$ cat src/rtl/pc_fetch_if.sv
// pc_fetch_if: fetch-stage bundle between the PC sequencer and control, incrementer and instruction memory.
// fetch_count exists only when FETCH_COUNT_EN is defined.
interface pc_fetch_if;
  logic        stall;
  logic        redirect_valid;
  logic [31:0] redirect_pc;
  logic        halt;
  logic        resume;
  logic [31:0] inc_d;
  logic [31:0] inc_q;
  logic        imem_req;
  logic [31:0] imem_addr;
  logic        imem_ack;
  logic        instr_valid;
  logic [31:0] instr_pc;
  logic [31:0] pc;
`ifdef FETCH_COUNT_EN
  logic [31:0] fetch_count;
  modport master (
    input  stall, redirect_valid, redirect_pc, halt, resume, inc_q, imem_ack,
    output inc_d, imem_req, imem_addr, instr_valid, instr_pc, pc, fetch_count
  );
  modport slave (
    output stall, redirect_valid, redirect_pc, halt, resume, inc_q, imem_ack,
    input  inc_d, imem_req, imem_addr, instr_valid, instr_pc, pc, fetch_count
  );
`else
  modport master (
    input  stall, redirect_valid, redirect_pc, halt, resume, inc_q, imem_ack,
    output inc_d, imem_req, imem_addr, instr_valid, instr_pc, pc
  );
  modport slave (
    output stall, redirect_valid, redirect_pc, halt, resume, inc_q, imem_ack,
    input  inc_d, imem_req, imem_addr, instr_valid, instr_pc, pc
  );
`endif
endinterface

$ cat src/rtl/pc_fetch_sequencer.sv
// pc_fetch_sequencer: MIPS fetch PC sequencer with req/ack imem handshake, stall, redirect and halt/resume.
// Define FETCH_COUNT_EN to add the fetch_count output (accepted-fetch counter).
module pc_fetch_sequencer #(
  parameter logic [31:0] RESET_VECTOR = 32'h0000_0000
) (
  input logic      clk,
  input logic      rst,
  pc_fetch_if.master bus
);
  localparam logic [1:0] S_RESET = 2'd0;
  localparam logic [1:0] S_FETCH = 2'd1;
  localparam logic [1:0] S_HOLD  = 2'd2;
  localparam logic [1:0] S_HALT  = 2'd3;
  logic [1:0]  state, state_nx;
  logic [31:0] pc_r, instr_pc_r;
  logic        instr_valid_r, redirect, accept;
  assign redirect = state != S_RESET && bus.redirect_valid;
  // an ack in the redirect cycle belongs to the squashed path and is dropped
  assign accept   = state == S_FETCH && bus.imem_ack && !bus.redirect_valid;
  always_comb begin
    state_nx = state == S_RESET ? S_FETCH :
               redirect         ? (state == S_HALT ? S_HALT : S_FETCH) :
               bus.halt         ? S_HALT :
               state == S_HALT  ? (bus.resume ? S_FETCH : S_HALT) :
               bus.stall        ? S_HOLD : S_FETCH;
  end
  always_ff @(posedge clk) begin
    if (rst) begin
      state         <= S_RESET;
      pc_r          <= RESET_VECTOR;
      instr_valid_r <= 1'b0;
      instr_pc_r    <= '0;
    end else begin
      state         <= state_nx;
      instr_valid_r <= accept;
      pc_r          <= redirect ? bus.redirect_pc : accept ? bus.inc_q : pc_r;
      if (accept) instr_pc_r <= pc_r;
    end
  end
  assign bus.imem_req    = state == S_FETCH;
  assign bus.imem_addr   = pc_r;
  assign bus.inc_d       = pc_r;
  assign bus.pc          = pc_r;
  assign bus.instr_valid = instr_valid_r;
  assign bus.instr_pc    = instr_pc_r;
`ifdef FETCH_COUNT_EN
  logic [31:0] fetch_count_r;
  always_ff @(posedge clk) begin
    if (rst) fetch_count_r <= '0;
    else if (accept) fetch_count_r <= fetch_count_r + 32'd1;
  end
  assign bus.fetch_count = fetch_count_r;
`endif
endmodule

$ cat src/flat_wrapper.sv
// flat-port wrapper written by rule: the top's interface ports become plain ports
module pc_fetch_sequencer_flat 
#(
  parameter logic [31:0] RESET_VECTOR = 32'h0000_0000
)
  (clk, rst, bus_stall, bus_redirect_valid, bus_redirect_pc, bus_halt, bus_resume, bus_inc_q, bus_imem_ack, bus_inc_d, bus_imem_req, bus_imem_addr, bus_instr_valid, bus_instr_pc, bus_pc);
  pc_fetch_if bus_i ();
  input logic clk;
  input logic rst;
  input wire logic [$bits(bus_i.stall)-1:0] bus_stall;
  input wire logic [$bits(bus_i.redirect_valid)-1:0] bus_redirect_valid;
  input wire logic [$bits(bus_i.redirect_pc)-1:0] bus_redirect_pc;
  input wire logic [$bits(bus_i.halt)-1:0] bus_halt;
  input wire logic [$bits(bus_i.resume)-1:0] bus_resume;
  input wire logic [$bits(bus_i.inc_q)-1:0] bus_inc_q;
  input wire logic [$bits(bus_i.imem_ack)-1:0] bus_imem_ack;
  output wire logic [$bits(bus_i.inc_d)-1:0] bus_inc_d;
  output wire logic [$bits(bus_i.imem_req)-1:0] bus_imem_req;
  output wire logic [$bits(bus_i.imem_addr)-1:0] bus_imem_addr;
  output wire logic [$bits(bus_i.instr_valid)-1:0] bus_instr_valid;
  output wire logic [$bits(bus_i.instr_pc)-1:0] bus_instr_pc;
  output wire logic [$bits(bus_i.pc)-1:0] bus_pc;
  assign bus_i.stall = bus_stall;
  assign bus_i.redirect_valid = bus_redirect_valid;
  assign bus_i.redirect_pc = bus_redirect_pc;
  assign bus_i.halt = bus_halt;
  assign bus_i.resume = bus_resume;
  assign bus_i.inc_q = bus_inc_q;
  assign bus_i.imem_ack = bus_imem_ack;
  assign bus_inc_d = bus_i.inc_d;
  assign bus_imem_req = bus_i.imem_req;
  assign bus_imem_addr = bus_i.imem_addr;
  assign bus_instr_valid = bus_i.instr_valid;
  assign bus_instr_pc = bus_i.instr_pc;
  assign bus_pc = bus_i.pc;
  pc_fetch_sequencer #(.RESET_VECTOR(RESET_VECTOR)) u_core (.clk(clk), .rst(rst), .bus(bus_i));
endmodule
$ cat config.mk
export PLATFORM = sky130hd
export DESIGN_NAME = pc_fetch_sequencer_flat
export DESIGN_NICKNAME = d
export VERILOG_FILES = /design/src/rtl/pc_fetch_if.sv /design/src/rtl/pc_fetch_sequencer.sv /design/src/flat_wrapper.sv
export SDC_FILE = /design/constraint.sdc
export NUM_CORES = 1
export LEC_CHECK = 0
export CORE_MARGIN = 2
export CORE_UTILIZATION = 34
export CTS_BUF_LIST = sky130_fd_sc_hd__clkbuf_8
export CTS_CLUSTER_SIZE = 10
export DETAILED_ROUTE_END_ITERATION = 16
export PLACE_DENSITY = 0.8
export SLEW_MARGIN = 20
export SYNTH_ARGS = -nofsm -noshare
export SYNTH_HDL_FRONTEND = slang
export SYNTH_SLANG_ARGS = --single-unit
$ cat constraint.sdc
create_clock -name clk -period 1.3 [get_ports clk]
set_input_delay 0.195 -clock clk [delete_from_list [all_inputs] [get_ports clk]]
set_output_delay 0.195 -clock clk [all_outputs]
set_load 0.005 [all_outputs]
==> results of run 1 <==
sequential cells by signal (all words and copies together) (netlist names):
| register | flops |
|---|---|
| u_core.bus.imem_addr | 32 |
| u_core.bus.instr_valid | 1 |
| u_core.state | 2 |
| u_core.bus.instr_pc | 32 |
cells in the mapped netlist, drive strengths merged:
master	n
or3	1
nor2b	2
buf	84
o21ai	1
a21oi	32
and3	33
and4bb	1
a31oi	1
o31ai	1
a221o	32
o21ba	1
nand2	65
clkbuf	6
nand4bb	1
nor2	3
dfxtp	67
xor2	1
nand4	1
how the worst max path moves through the flow:
stage | end | depth (start not counted)
2_1_floorplan | u_core.bus.imem_addr[10] | 5
3_3_place_gp | u_core.bus.imem_addr[25] | 5
3_5_place_dp | u_core.bus.imem_addr[7] | 5
4_1_cts | u_core.bus.imem_addr[7] | 4
5_1_grt | u_core.bus.instr_pc[3] | 5
6_report | u_core.bus.imem_addr[7] | 4
layer usage:
layer  GRT usage [%]  wire (um)  share of wire (%)
met5               0          0                  0
met4            8.43        250                2.3
met3            7.66        950                8.7
met2            37.8       5590                 51
met1            22.4       4130                 38
worst reg2reg max path: cells and delay by family, from the launching register on:
kind / cells / cell delay [ns]
and+or+nand+nor: 1 / 0.38
buffers and inverters: 1 / 0.20
DFF: 1 / 0.39
AOI/OAI and AO/OA: 2 / 0.28
power breakdown:
part           internal, uW  total [uW]  switching, uW
Sequential             2160        2240           87.1
Combinational           723        1170            443
Clock                   680        1490            813
per-stage QoR:
| step | cell area, um2 | hold WS (ns) |
|---|---|---|
| final | 5370 | 0.144 |
| after CTS | 5180 | 0.126 |
| after global routing | 5370 | 0.144 |
| after floorplan | 3070 | 0.299 |
| after detailed placement | 4760 | 0.445 |
| after global placement | 4760 | 0.441 |
logic make-up after synthesis:
logic type | Yosys count
buffers and inverters | 90
AO/OA/AOI/OAI | 68
XOR/XNOR | 1
flip-flops | 67
AND/OR/NAND/NOR | 107
area by class of cell:
cell class                 instances  area, um2
multi-input combinational        177       1210
sequential                        67       1430
tap                              108        135
clock buffer                       9        124
timing repair buffer             261       2420
fill                             761       3350
clock inverter                     7       45.0
what timing repair did:
item | in CTS | in global routing
gates cloned | 1 | 2
buffers inserted | 37 | 0
setup endpoints to repair | 194 | 60
resized for setup | 195 | 50
hold buffers | 0 | 0
pin swaps | 1 | 12
==> impl_metrics.json, run 1 <==
{
  "path_class": "flip-flop to flip-flop",
  "first_pass_iters": 4,
  "die_width_um": 99.0,
  "crit_chain": "or3_4 > o31ai_4 > buf_12 > a221o_1",
  "crit_path_top_delay_cell": "dfxtp_4",
  "vdd_drop_max_uv": 494,
  "cp_data_arrival_time_ns": 1.58,
  "max_freq_mhz": 759,
  "power.total_uw": 4900,
  "cts_tree": "done",
  "cts_max_path_buffers": 2,
  "instances_no_fill": 629,
  "synth_nets": 404,
  "cp_max_fo": 15,
  "hold_end": "u_core.state[0]",
  "n_antenna_cell": 0,
  "overflow": 0,
  "path_delay_family": "flip-flops",
  "cts_made_buffers": 9,
  "synthesis.area_um2": 3070,
  "status": "finished, violations left",
  "cpPeakStageDelay_ns": 0.39,
  "area.growth.synth_to_final_pct": 75.1,
  "rrSetupSlack_ns": -0.02,
  "slew_viol_final": 0,
  "end_kind": "flip-flop",
  "synth_top_area_share_pct": 43.7,
  "tns_ns": -0.0251,
  "p_leak_uw": 0.00272,
  "viasPerCell": 4.95,
  "finalCriticalPeriod_ns": 1.32,
  "ys_seq_elements": 67,
  "crit_buf_inv": 1,
  "clkLatencyLatePin_ns": 0.34,
  "pwr_density_cell_nw_per_um2": 912,
  "syn-instance-count": 333,
  "synth_fa_ha_area_share_pct": 0,
  "drc": 0,
  "finalHoldViolations": 0,
  "grt_first_pass_wirelength_um": 16100,
  "ys_types": 21,
  "hp-start": "rst",
  "ys_seq_area_share_pct": 43.7,
  "drive_above_1_share_pct": 28.6,
  "yosysTopAreaCell": "dfxtp_1",
  "dieArea_um2": 9800,
  "layout_common_cells": "114 x dlygate4sd2_1, 68 x clkdlybuf4s50_1, 58 x nand2_1, 50 x buf_4, 33 x and3_1",
  "first_iter_violations": 89,
  "cts.clk_slew.worst_paths_ns": 0.07,
  "start_util_pct": 35.2,
  "holdPathStages": 2,
  "fin_nets": 587,
  "avgSynthCellArea_um2": 9.22,
  "numPortBuffers": 200,
  "hold_path_class": "input port to flip-flop",
  "failed_checks": "setup timing",
  "min_period_over_period_pct": 101,
  "timing.rr.end": "u_core.bus.imem_addr[7]",
  "setup_viol": 3,
  "gp_congestion": 0.767,
  "yosys.area_share.xor_xnor_pct": 0.285,
  "setup_ws_ns": -0.0181,
  "max_cap_viol_count": 0,
  "tightest_slew_ns": 0.318,
  "yosys.area_share.simple_pct": 17.3,
  "coreArea_um2": 8720,
  "clock_sinks": 67,
  "place_hpwl_um": 7210,
  "placed_cells": 573,
  "layout_commonest_cell": "dlygate4sd2_1",
  "crit_path_start_kind": "flip-flop",
  "synth_mux_area_share_pct": 0,
  "antenna_found_initial": 0,
  "pre_cts_ws_ns": -0.388,
  "grt_pass1_vias": 3184,
  "die_y_um": 99.0,
  "postRouteAntennaNets": 0,
  "via_count": 3113,
  "ys_warn_count": 0,
  "slew_headroom_pct": 78.9,
  "final_core_util_pct": 61.6,
  "finClkSkew_ns": 0.00990,
  "cts_max_level": 3,
  "rows": 34,
  "rr_worst_depth": 4,
  "synth_area_leaders": "dfxtp_1 44%, buf_4 17%, a221o_1 10%, nand2_1 7.9%, and3_1 6.7%",
  "cp-startpoint": "u_core.state[1]",
  "grt_max_degree": 33,
  "synth_top_family_by_area": "buffers and inverters",
  "grt_usage_pct": 21.1,
  "routed_wl_um": 10900,
  "wl_per_cell_um": 17.4,
  "reg2reg_from": "u_core.state[1]",
  "cts_root_buf": "clkbuf_8",
  "synth_compound_area_share_pct": 17.2,
  "rsz0062_at_grt": "yes",
  "ioPinCount": 201,
  "worst_ep_required_time_ns": 1.56
}
Note: power is estimated with default switching activity, not from simulation.
==> run 2, diff against run 1 <==
--- a/config.mk
+++ b/config.mk
@@ -10,8 +10,7 @@
 export CTS_BUF_LIST = sky130_fd_sc_hd__clkbuf_8
 export CTS_CLUSTER_SIZE = 10
 export DETAILED_ROUTE_END_ITERATION = 16
-export PLACE_DENSITY = 0.8
-export SLEW_MARGIN = 20
+export PLACE_DENSITY = 0.92
 export SYNTH_ARGS = -nofsm -noshare
 export SYNTH_HDL_FRONTEND = slang
 export SYNTH_SLANG_ARGS = --single-unit
==> impl_metrics.json, run 2 (synthesized netlist as in run 1, its figures left out) <==
{
  "gp_congestion": 0.788,
  "hold_path_class": "input port to flip-flop",
  "n_antenna_cell": 0,
  "worst_ep_required_time_ns": 1.53,
  "nFillCells": 703,
  "cts_root_buf": "clkbuf_8",
  "seqCellArea_um2": 1430,
  "pwr_density_cell_nw_per_um2": 907,
  "grtUsageMet1_pct": 24.7,
  "cts_max_level": 3,
  "top_usage_layer": "met2",
  "power.total_uw": 5120,
  "end_kind": "flip-flop",
  "setup_ws_ns": -0.0960,
  "rsz0062_at_grt": "yes",
  "layout_common_cells": "118 x dlygate4sd2_1, 68 x clkdlybuf4s50_1, 50 x nand2_1, 46 x buf_4, 32 x a221o_1",
  "failed_checks": "setup timing",
  "cp_data_arrival_time_ns": 1.62,
  "crit_path_start_kind": "flip-flop",
  "clkLatencyLatePin_ns": 0.34,
  "place_hpwl_um": 7090,
  "whs_ns": 0.414,
  "vdd_drop_max_uv": 450,
  "layout_commonest_cell": "dlygate4sd2_1",
  "cts_made_buffers": 9,
  "cp_max_fo": 12,
  "start_util_pct": 35.2,
  "clock_sinks": 67,
  "grt_first_pass_wirelength_um": 17000,
  "wl_per_cell_um": 19.1,
  "cts_tree": "done",
  "grt_usage_pct": 22.4,
  "max_cap_viol_count": 0,
  "ioPinCount": 201,
  "setup_viol": 65,
  "grt_use_met3_pct": 7.16,
  "coreArea_um2": 8720,
  "rows": 34,
  "status": "finished, violations left",
  "finalHoldViolations": 0,
  "dieArea_um2": 9800,
  "die_y_um": 99.0,
  "path_class": "flip-flop to flip-flop",
  "overflow": 0,
  "cts.clk_slew.worst_paths_ns": 0.08,
  "die_width_um": 99.0,
  "max_freq_mhz": 716,
  "min_period_over_period_pct": 107,
  "pre_cts_ws_ns": -0.369,
  "drc": 0,
  "postRouteAntennaNets": 0,
  "multiInputGateArea_um2": 1370,
  "cts_max_path_buffers": 2,
  "finClkSkew_ns": 0.0111,
  "area.growth.synth_to_final_pct": 84.1,
  "slew_headroom_pct": 81.8,
  "tightest_slew_ns": 0.272,
  "first_iter_violations": 99,
  "met2_usage_pct": 40.6,
  "slew_viol_final": 0,
  "cts_hold_buffers": 0,
  "antenna_found_initial": 0,
  "fin_nets": 594,
  "numPortBuffers": 200,
  "finalCriticalPeriod_ns": 1.40,
  "grt_pass1_vias": 3161,
  "via_count": 3259,
  "grt_max_degree": 33,
  "routed_wl_um": 12100,
  "p_leak_uw": 0.00291,
  "drive_above_1_share_pct": 33.0,
  "first_pass_iters": 4,
  "viasPerCell": 5.12
}
## run 2: repair_timing
action | in CTS | in global routing
endpoints found under the setup margin | 194 | 75
pin swaps | 6 | 36
gates cloned | 6 | 3
setup buffers | 42 | 2
resized for setup | 217 | 66
## run 2: layer usage
layer	up-vias	part of all wire, %
met4	0	2.2
li1	1497	-
met2	185	51
met1	1552	39
met5	-	0
met3	25	8.2
## run 2: critical path: stages (launching register included)
cell	delay, ns
dfxtp_4	0.37
buf_6	0.13
buf_6	0.12
nand4bb_4	0.12
nor2_8	0.07
clkbuf_16	0.17
a221o_1	0.29
## run 2: final cells by class
type / count / area share, %
clock buffers: 11 / 2.68
well taps: 108 / 2.39
clock inverters: 5 / 0.509
multi-input cells: 179 / 24.2
flip-flops and latches: 67 / 25.3
repair buffers: 266 / 44.9
## run 2: final timing paths
| check | startpoint | to | slack (ns) | cells past startpoint |
|---|---|---|---|---|
| worst min register to register | u_core.bus.instr_pc[16] | u_core.bus.instr_pc[16] | 0.45 | 2 |
| worst min-delay path | rst | u_core.bus.instr_pc[24] | 0.41 | 3 |
| worst max-delay path | u_core.state[0] | u_core.bus.imem_addr[28] | -0.1 | 6 |
| worst max register to register | u_core.state[0] | u_core.bus.imem_addr[28] | -0.1 | 6 |
## run 2: per-stage QoR
step / util (%) / instance area [um2] / instances / setup TNS (ns)
detailed placement: 54.0 / 4710 / 568 / -22.82
floorplan: - / 3070 / 333 / 0
global route: 64.8 / 5650 / 636 / -6.60
finish: 64.8 / 5650 / 636 / -4.21
CTS: 61.3 / 5340 / 632 / -2.08
global placement: 54.0 / 4710 / 568 / -20.16
## run 2: power by group
group | switching [uW] | internal, uW
Clock | 791 | 782
Sequential | 97.3 | 2160
Combinational | 505 | 789
==> run 3, diff against run 2 <==
==> constraint.sdc (replaced) <==
create_clock -name clk -period 1.3 [get_ports clk]
set_input_delay 0.13 -clock clk [delete_from_list [all_inputs] [get_ports clk]]
set_output_delay 0.13 -clock clk [all_outputs]
set_load 0.005 [all_outputs]
==> impl_metrics.json, run 3 (synthesized netlist as in run 1, its figures left out) <==
{
  "rows": 34,
  "gp_congestion": 0.789,
  "finalHoldViolations": 0,
  "setup_viol": 26,
  "nFillCells": 757,
  "numPortBuffers": 200,
  "dieArea_um2": 9800,
  "cts_tree": "done",
  "failed_checks": "setup timing",
  "n_antenna_cell": 0,
  "antenna_found_initial": 0,
  "drive_above_1_share_pct": 25.5,
  "finClkSkew_ns": 0.0125,
  "place_hpwl_um": 7170,
  "pre_cts_ws_ns": -0.327,
  "cp_data_arrival_time_ns": 1.59,
  "path_class": "flip-flop to flip-flop",
  "max_freq_mhz": 750,
  "end_kind": "flip-flop",
  "clkLatencyLatePin_ns": 0.33,
  "slew_viol_final": 0,
  "layout_commonest_cell": "dlygate4sd2_1",
  "cts_made_buffers": 9,
  "grt_max_degree": 34,
  "cp_max_fo": 25,
  "whs_ns": 0.306,
  "cts.clk_slew.worst_paths_ns": 0.08,
  "first_pass_iters": 4,
  "postRouteAntennaNets": 0,
  "ioPinCount": 201,
  "coreArea_um2": 8720,
  "area.growth.synth_to_final_pct": 70.0,
  "crit_buf_inv": 1,
  "viasPerCell": 4.94,
  "via_count": 3087,
  "crit_path_start_kind": "flip-flop",
  "grt_first_pass_wirelength_um": 16000,
  "placed_cells": 570,
  "grt_pass1_vias": 3153,
  "rsz0062_at_grt": "yes",
  "min_period_over_period_pct": 102,
  "overflow": 0,
  "crit_path_top_delay_cell": "or3_4",
  "slew_headroom_pct": 81.4,
  "p_leak_uw": 0.00269,
  "status": "finished, violations left",
  "routed_wl_um": 10700,
  "tightest_slew_ns": 0.280,
  "cts_max_level": 3,
  "path_delay_family": "simple AND/OR/NAND/NOR gates",
  "instances_no_fill": 625,
  "cts_max_path_buffers": 2,
  "drc": 0,
  "die_width_um": 99.0,
  "grt_usage_pct": 20.6,
  "die_y_um": 99.0,
  "first_iter_violations": 84,
  "clock_sinks": 67,
  "layout_common_cells": "126 x dlygate4sd2_1, 69 x clkdlybuf4s50_1, 65 x nand2_1, 52 x buf_4, 33 x dfxtp_1",
  "worst_ep_required_time_ns": 1.56,
  "crit_chain": "or3_4 > o31ai_4 > buf_12 > a221o_1",
  "max_cap_viol_count": 0,
  "cpPeakStageDelay_ns": 0.40,
  "pwr_density_cell_nw_per_um2": 943,
  "vdd_drop_max_uv": 487,
  "fin_nets": 583,
  "cts_root_buf": "clkbuf_8",
  "start_util_pct": 35.2,
  "hold_path_class": "input port to flip-flop",
  "wl_per_cell_um": 17.2,
  "finalCriticalPeriod_ns": 1.33,
  "setup_ws_ns": -0.0325
}
[run 3: worst paths after layout]
check                         start                      end  slack [ns]  depth (start not counted)
min                             rst  u_core.bus.instr_pc[21]        0.31                          3
max reg2reg         u_core.state[0]  u_core.bus.imem_addr[6]       -0.03                          4
min reg2reg  u_core.bus.instr_pc[4]   u_core.bus.instr_pc[4]        0.45                          2
max                 u_core.state[0]  u_core.bus.imem_addr[6]       -0.03                          4
[run 3: final cells by class]
cell class | count | area [um2] | share of cell area (%)
timing repair buffer | 257 | 2310 | 44.4
sequential | 67 | 1420 | 27.2
multi-input combinational | 177 | 1170 | 22.4
clock buffer | 11 | 151 | 2.90
tap | 108 | 135 | 2.59
clock inverter | 5 | 28.8 | 0.552
[run 3: power by group]
group / internal (uW) / total [uW] / switching, uW
clock: 783 / 1560 / 777
combinational: 691 / 1120 / 429
sequential: 2160 / 2240 / 83.9
[run 3: worst min-delay path: stages]
cell and delay (ns):
buf_2 0.14, buf_4 0.22, a21oi_2 0.11
[run 3: metal layers]
layer	up-vias	GRT usage [%]	wire length (um)	part of all wire, %
met2	157	38.1	5630	52
li1	1457	-	-	-
met3	12	6.60	800	7.5
met4	0	6.74	150	1.4
met1	1461	21.9	4150	39
met5	-	0	0	0
[run 3: timing repair]
item	4_1_cts	5_1_grt
pin swaps	0	1
cloned	0	1
gates resized for setup	179	26
setup endpoints to repair	193	66
buffers inserted	38	0
hold buffers	0	0
[run 3: through the flow]
stage	area, um2	utilization (%)	power, uW	TNS (ns)
floorplan	3070	-	2800	0
global placement	4720	54.1	3370	-15.78
detailed placement	4720	54.1	3400	-18.77
CTS	5110	58.6	4930	-0.277
global route	5220	59.8	5160	-1.57
finish	5220	59.8	4920	-0.357
